## config.mk

```make
export PLATFORM = sky130hd
export DESIGN_NAME = mux_gate_sched
export DESIGN_NICKNAME = d
export VERILOG_FILES = /design/src/rtl/mux_gate_sched.sv
export SDC_FILE = /design/constraint.sdc
export NUM_CORES = 1
export LEC_CHECK = 0
export BUFFER_PORTS_ARGS = -buffer_cell sky130_fd_sc_hd__buf_4
export CAP_MARGIN = 20
export CELL_PAD_IN_SITES_DETAIL_PLACEMENT = 2
export CELL_PAD_IN_SITES_GLOBAL_PLACEMENT = 2
export CORE_MARGIN = 2
export CORE_UTILIZATION = 33
export DETAILED_ROUTE_END_ITERATION = 6
export HOLD_SLACK_MARGIN = 0.15
export PLACE_DENSITY_LB_ADDON = 0.1
export SLEW_MARGIN = 20
export SYNTH_ARGS = -nofsm -noshare
export SYNTH_HDL_FRONTEND = slang
export SYNTH_SLANG_ARGS = --single-unit
```

## constraint.sdc

```tcl
create_clock -name clk -period 3.44 [get_ports clk]
set_input_delay 0.172 -clock clk [delete_from_list [all_inputs] [get_ports clk]]
set_output_delay 0.172 -clock clk [all_outputs]
set_load 0.05 [all_outputs]
```

## src/rtl/mux_gate_sched.sv

```systemverilog
// mux_gate_sched: round-robin scheduler that time-shares one external 1-bit
// XOR/XNOR gate among NREQ requesters. The winner's operands are latched and
// streamed LSB-first through the gate, one bit per cycle. The WIDTH-bit result
// is returned with a one-cycle done pulse.
// Optional build macro SPECIAL_GATE_CHECK_EN adds a sticky gate_err output.
// It flags an inconsistent response from the external gate.
module mux_gate_sched #(
  parameter int NREQ  = 4,
  parameter int WIDTH = 8,
  localparam int ID_W = (NREQ > 1) ? $clog2(NREQ) : 1
) (
  input  logic                    clk,
  input  logic                    rst_n,
  input  logic [NREQ-1:0]         req,
  input  logic [NREQ*WIDTH-1:0]   op_a,
  input  logic [NREQ*WIDTH-1:0]   op_b,
  input  logic [NREQ-1:0]         mode,
  output logic [NREQ-1:0]         gnt,
  output logic                    busy,
  output logic                    done,
  output logic [ID_W-1:0]         done_id,
  output logic [WIDTH-1:0]        result,
  output logic                    gate_a,
  output logic                    gate_b,
  input  logic                    gate_xor_in,
  input  logic                    gate_xnor_in
`ifdef SPECIAL_GATE_CHECK_EN
  ,
  output logic                    gate_err
`endif
);

  localparam int IDX_W = (WIDTH > 1) ? $clog2(WIDTH) : 1;

  localparam logic [1:0] ST_IDLE  = 2'd0;
  localparam logic [1:0] ST_SHIFT = 2'd1;
  localparam logic [1:0] ST_DONE  = 2'd2;

  // Control state
  logic [1:0]       state_q,   state_d;
  logic [ID_W-1:0]  ptr_q,     ptr_d;
  logic [ID_W-1:0]  id_q,      id_d;
  logic [IDX_W-1:0] idx_q,     idx_d;
  logic [NREQ-1:0]  gnt_q,     gnt_d;
  logic             busy_q,    busy_d;
  logic             done_q,    done_d;
  logic [ID_W-1:0]  done_id_q, done_id_d;
  logic [WIDTH-1:0] result_q,  result_d;

  // Datapath state (no reset; always written before it is used)
  logic [WIDTH-1:0] a_q, b_q, acc_q, acc_d;
  logic             mode_q;

  // Arbitration and bit-capture helpers
  logic             arb_found;
  logic [ID_W-1:0]  arb_win;
  logic [ID_W-1:0]  cand;
  logic             cap_bit;
  logic             idx_last;

  // Round-robin search: first set req bit starting just after ptr_q.
  always_comb begin
    arb_found = 1'b0;
    arb_win   = '0;
    cand      = '0;
    for (int k = 1; k <= NREQ; k++) begin
      cand = ID_W'((int'(ptr_q) + k) % NREQ);
      if (!arb_found && req[cand]) begin
        arb_found = 1'b1;
        arb_win   = cand;
      end
    end
  end

  // Select the gate output for the latched mode and merge it into the accumulator.
  always_comb begin
    cap_bit  = mode_q ? gate_xnor_in : gate_xor_in;
    idx_last = (idx_q == IDX_W'(WIDTH - 1));
    acc_d    = acc_q;
    if (state_q == ST_SHIFT) begin
      acc_d[idx_q] = cap_bit;
    end
  end

  // Gate operand bits come from the latched words, and only while shifting.
  always_comb begin
    gate_a = 1'b0;
    gate_b = 1'b0;
    if (state_q == ST_SHIFT) begin
      gate_a = a_q[idx_q];
      gate_b = b_q[idx_q];
    end
  end

  // FSM next-state: IDLE arbitrates, SHIFT streams bits, DONE reports and rotates ptr.
  always_comb begin
    state_d   = state_q;
    ptr_d     = ptr_q;
    id_d      = id_q;
    idx_d     = idx_q;
    gnt_d     = gnt_q;
    busy_d    = busy_q;
    done_d    = 1'b0;
    done_id_d = done_id_q;
    result_d  = result_q;
    case (state_q)
      ST_IDLE: begin
        if (arb_found) begin
          state_d = ST_SHIFT;
          id_d    = arb_win;
          idx_d   = '0;
          gnt_d   = NREQ'(1) << arb_win;
          busy_d  = 1'b1;
        end
      end
      ST_SHIFT: begin
        idx_d = idx_q + IDX_W'(1);
        if (idx_last) begin
          state_d   = ST_DONE;
          done_d    = 1'b1;
          done_id_d = id_q;
          result_d  = acc_d;
        end
      end
      ST_DONE: begin
        state_d = ST_IDLE;
        gnt_d   = '0;
        busy_d  = 1'b0;
        ptr_d   = id_q;
      end
      default: begin
        state_d = ST_IDLE;
        gnt_d   = '0;
        busy_d  = 1'b0;
      end
    endcase
  end

  // Control registers; synchronous active-low reset aborts any operation in flight.
  always_ff @(posedge clk) begin
    if (!rst_n) begin
      state_q   <= ST_IDLE;
      ptr_q     <= ID_W'(NREQ - 1);
      id_q      <= '0;
      idx_q     <= '0;
      gnt_q     <= '0;
      busy_q    <= 1'b0;
      done_q    <= 1'b0;
      done_id_q <= '0;
      result_q  <= '0;
    end else begin
      state_q   <= state_d;
      ptr_q     <= ptr_d;
      id_q      <= id_d;
      idx_q     <= idx_d;
      gnt_q     <= gnt_d;
      busy_q    <= busy_d;
      done_q    <= done_d;
      done_id_q <= done_id_d;
      result_q  <= result_d;
    end
  end

  // Operand latch on grant and per-bit accumulation during SHIFT.
  always_ff @(posedge clk) begin
    if (state_q == ST_IDLE && arb_found) begin
      a_q    <= op_a[arb_win*WIDTH +: WIDTH];
      b_q    <= op_b[arb_win*WIDTH +: WIDTH];
      mode_q <= mode[arb_win];
    end
    if (state_q == ST_SHIFT) begin
      acc_q <= acc_d;
    end
  end

`ifdef SPECIAL_GATE_CHECK_EN
  logic err_q;

  // Sticky flag: the gate outputs must be complementary and XOR must match the inputs.
  always_ff @(posedge clk) begin
    if (!rst_n) begin
      err_q <= 1'b0;
    end else if (state_q == ST_SHIFT &&
                 ((gate_xor_in == gate_xnor_in) || (gate_xor_in != (gate_a ^ gate_b)))) begin
      err_q <= 1'b1;
    end
  end

  assign gate_err = err_q;
`endif

  assign gnt     = gnt_q;
  assign busy    = busy_q;
  assign done    = done_q;
  assign done_id = done_id_q;
  assign result  = result_q;

endmodule

```

* Word-level counts from Yosys, hierarchy flattened *
Cells that the tools add are included.

word-level totals
  flip-flop bits (word level) = 50
  latch bits = 0
  bits in writable memories = 0
  bits in read-only memories = 0
  bits of input ports = 76
  output and inout port bits = 18
  logic and storage cells = 88
  memories = 0

operators by class
  add/subtract/negate cells = 5
  multipliers = 0
  div/mod/pow operators = 0
  order comparisons = 7
  equal/unequal tests = 5
  shifts and indexed selects = 3
  multiplexer cells = 38
  bitwise operators = 1
  reduce and logical (&&, ||, !) cells = 16

operator list
  cell                                                               number
  variable part select 32 x 6 -> 8 bit                               2
  two-way mux 1 bit                                                  17
  < comparator 2 x 3 -> 1 bit, second input constant                 5
  two-way mux 2 bit                                                  6
  AND reduction 2 bit                                                6
  binary-select mux 1 bit (select 2 bit)                             5
  bitwise mux 8 bit                                                  1
  one-hot mux 4 bit (2 select lines)                                 1
  binary-select mux 1 bit (select 3 bit)                             2
  one-hot mux 3 bit (2 select lines)                                 1
  logical AND 1 bit                                                  5
  adder 2 x 1 -> 2 bit, second input constant                        2
  adder 2 bit, second input constant                                 2
  < comparator 3 x 4 -> 1 bit, second input constant                 1
  two-way mux 4 bit                                                  1
  != test 2 bit, second input constant                               2
  one-hot mux 2 bit (2 select lines)                                 1
  << shifter 1 x 2 -> 4 bit, first input constant                    1
  adder 3 x 1 -> 3 bit, second input constant                        1
  demux 1 bit (select 3 bit)                                         1
  == test 3 bit, second input constant                               1
  greater-or-equal comparator 3 x 1 -> 1 bit, second input constant  1
  zero test 1 bit                                                    3
  two-way mux 3 bit                                                  1
  other kinds (6)                                                    6

* Longest topological paths before layout *
  word-level depth = 16
  depth in mapped cells = 7
  depth with buffers taken out = 5

* Worst setup path after synthesis *
No wires, ideal clock.

  path type = flip-flop to output port
  start point = reg idx_q[1]
  end point = out gate_b
  data arrival time = 2.234 ns
  required time = 3.268 ns
  path slack = 1.034 ns
  cell stages (with the launch flop) = 6
  path buffers = 1
  path through = dfxtp_1 -> buf_2 -> nor3b_1 -> a22o_1 -> a221oi_1 -> a311oi_1

on the way
  cells in the longest elaborated chain, start to end = 3

RTL lines
  item                                     line  RTL
  start, declared                          43    logic [IDX_W-1:0] idx_q, idx_d;
  start signal, assigned                   155   idx_q <= idx_d;
  binary-select mux 1 bit (select 3 bit)   91    gate_b = b_q[idx_q];
  two-way mux 1 bit (implied by the code)  91
  two-way mux 1 bit                        89    if (state_q == ST_SHIFT) begin
  end, declared                            24    output logic gate_b,

No other way between the ends. The select of a mux whose other input is x is not followed.

* Final worst setup path *
  start point = reg idx_q[0]
  end point = out gate_b

The elaborated chain is that of the path after synthesis.

==> out/summary.md <==
The final routed DRC violation total was 0; the post-layout minimum cycle time was 2320 ps. Global routing used 16.4% of the available tracks across all layers. The tightest hold path in the finished design has a slack of 205 ps. The path depth of the worst reg2reg path was 5; the setup-violating endpoint count in the final report was 0.

In the synthesized netlist, the number of instances is 242. The tools report the source of the worst register-to-register timing path as ptr_q[1]. In the final design database the tool counted 411 nets. For this run, the top clock speed supported by timing is 432 MHz.

The run gives 2 as the maximum buffer depth of the clock tree. Start-to-end type of the worst setup path: reg -> out. After layout, the worst path uses 67.4% of the clock period. The transition time at the pin with the least slew margin is 742 ps. The synthesized netlist occupies a cell area of 2740 sq um.

The initial core utilization was 33.7%; the worst stage delay on the critical path was 640 ps. The logs give 0.709 for the last weighted congestion value of the routability-driven placer and 2 for the level count of the clock H-tree. Compared with the post-synthesis result, the final layout area differs by 31.4%. The region available for standard cell placement spans 8130 sq um. The number of antenna violations at the first check in global routing is 0. The number of antenna repair diodes is 0. The layout has 888 filler cells.

The run gives 50 as the clock net sink count. Across the run, the number of max-cap violations was 0. Across all layers, the routed design uses 2209 vias. Dividing the detail-routed via count by the number of cells gives 5.03. TritonCTS built the clock tree. Clock tree synthesis selected as its root buffer the cell clkbuf_8. The number of setup buffers added after CTS came out at 0. The terminus of the critical flop-to-flop path is b_q[3]. The critical path depth works out to 5. In this run the static leakage power is 1.46 nW.

For the final number of max-transition violations, the log shows 0. The number of gates given a new drive strength after cts is 0. Setup slack closes at 1120 ps.

The run gives 1260 ps as the post-placement worst setup slack. The final non-filler cell total was 439. Setup repair after global routing left no endpoint under its margin. The average wire per standard cell is 16.8 microns. Setup slack on the worst reg-to-reg path comes out at 1270 ps. Entering global routing, the biggest net connects 26 pins. Including well taps, the total number of placed cells is 430. Count of final hold-check violations: 0. The worst path buffer plus inverter count was 1. The library cell used most frequently in the layout, excluding fill and tap cells, is buf_4.

Input and output buffers added on the ports amount to 93. For this run, the number of Yosys warnings is 0. The run gives 44 as the distinct cell type count after synthesis. The instance count along the most critical hold path is 4, and the arrival time of data at the critical path endpoint is 2150 ps. Across the VDD grid, the largest voltage drop is 0.000170 V. Of all nets on the critical path, the largest fanout is 15. The synthesized design contains 25 enable-type register cells. The final routed wirelength across all metal layers came out at 7370 microns. Placed wire-length estimate: 5610 microns. Summed over its instances, the top area cell type makes up 27.4% of the synthesized netlist area.

From left edge to right edge, the die measures 95.1 microns. The critical path goes through nor3b_1 -> a22o_1 -> a221oi_1 -> a311oi_1 -> buf_4. The worst hold endpoint is id_q[0]. The finished cells cover 3600 sq um. In this run the cell area measured after placement is 3500 sq um. The leftover overflow at the end of global routing was 0.

The run gives 1 as the number of hold buffers added after CTS. The first-pass iteration count of the detailed router was 3. The sort of element at the start of the critical path is a flip-flop. In this run the tightest slew margin relative to its limit is 50.1%. At the later pin of the worst-skew pair, clock insertion delay measures 320 ps. Sequential cells were found to cover 45.7% of the synthesized design area. Synthesis produced a netlist with a net count of 320.

The die is 95.1 microns tall. The tools report the post-detailed-route count of antenna-violating nets as 0. The most used flip-flop cell after synthesis is edfxtp_1. Row generation in the floorplan step produced 33 rows.

Yosys attributes the largest share of cell area to edfxtp_1, mux2i_1, dfxtp_1, mux2_2, nand2_1. At the worst endpoint, the required time is 3270 ps. The via count of the first global-routing pass came out at 2294.

The total power is 1.32 mW. In this run the worst hold path is classified as in -> reg. The final sum of negative setup slack is 0 ps, and the number of synthesized register bits is 50.

Counting flops with an async set or reset pin after synthesis yields a share of 0%. The top cell types in the final layout, fill and taps aside, are buf_4, mux2i_1, nand2_1, edfxtp_1, dfxtp_1. The run finished with clean final reports.

The slowest stage of the critical path is the dfxtp_1 cell. The cell type with the largest total area after synthesis was edfxtp_1. The fraction of final layout cells with drive strength greater than 1 is 36.5%.

Largest delay contributor family on the critical path: flip-flops. In this run the most critical hold path is launched from req[2]. Dividing the synthesized area by the synthesized cell count gives 11.3 sq um. The final setup skew is 6.58 ps. The first global-routing pass estimated 11300 microns of wire.

Final design utilization: 44.3%. After the first detailed-routing iteration, the DRC count stood at 40. In this run the power density over the cells is 368 nW/um^2. After clock tree synthesis, the clock-pin slew on the worst setup and hold paths is 100 ps. The TritonCTS buffer count is 5. The floorplan step defined a die boundary enclosing 9050 sq um.

In this run the count of I/O pins placed on the die edge is 94. The critical path endpoint category is an output port.
## registers in the layout (all words and copies together) (netlist names)
signal   count
result       8
mode_q       1
acc_q        8
gnt          4
idx_q        3
busy         1
done_id      2
done         1
state_q      2
id_q         2
ptr_q        2
a_q          8
b_q          8
## area by class of cell
type                            instances  area, sq um  share of cell area [%]
Clock inverter                          3         25.0                   0.695
Timing Repair Buffer                   97          743                    20.6
Tap cell                              105          131                    3.65
Sequential cell                        50         1250                    34.8
Inverter                                1         3.75                   0.104
Multi-Input combinational cell        178         1380                    38.2
Clock buffer                            5         68.8                    1.91
## logic make-up after synthesis
logic type	after synthesis	synth area share [%]
AND/OR/NAND/NOR	68	12.9
multiplexers	65	24.3
flip-flops	50	45.7
AO/OA/AOI/OAI	43	11.4
buffers and inverters	14	4.84
adder cells (fa/ha/maj)	2	0.913
## synthesized netlist by cell type (5+ instances only)
cell,count
mux2i_1,55
a21boi_0,11
nor2b_1,6
edfxtp_1,25
a21oi_1,9
dfxtp_1,25
mux2_2,9
nand2b_1,5
nand2_1,27
nor2_1,8
nor3b_1,5
## how the worst max path moves through the flow
stage / start / end / slack [ps]
2_1_floorplan: idx_q[1] / gate_b / 1030
3_3_place_gp: ptr_q[1] / b_q[6] / 1370
3_5_place_dp: ptr_q[1] / b_q[3] / 1260
4_1_cts: idx_q[0] / gate_b / 1080
5_1_grt: idx_q[0] / gate_b / 970
6_report: idx_q[0] / gate_b / 1120
## where the power goes
part	switching (mW)	total, mW	internal [mW]
combinational	0.125	0.258	0.133
clock	0.223	0.371	0.147
sequential	0.0205	0.696	0.676
total	0.369	1.32	0.956
## worst register-to-register path, cell delays in order, from the launching register on
cell	delay, ps
dfxtp_1	530
nand3b_1	210
a31oi_4	540
buf_12	280
mux2i_1	270
mux2i_1	100
## metal layers
metal	GRT usage [%]	routed length, microns	vias up	part of all wire [%]
li1	-	-	1077	-
met1	20.5	3030	1083	41
met2	28.9	3990	41	54
met3	2.53	250	8	3.4
met4	5.43	96	0	1.3
met5	0	0	-	0
Power figures use the tool's default switching activity.
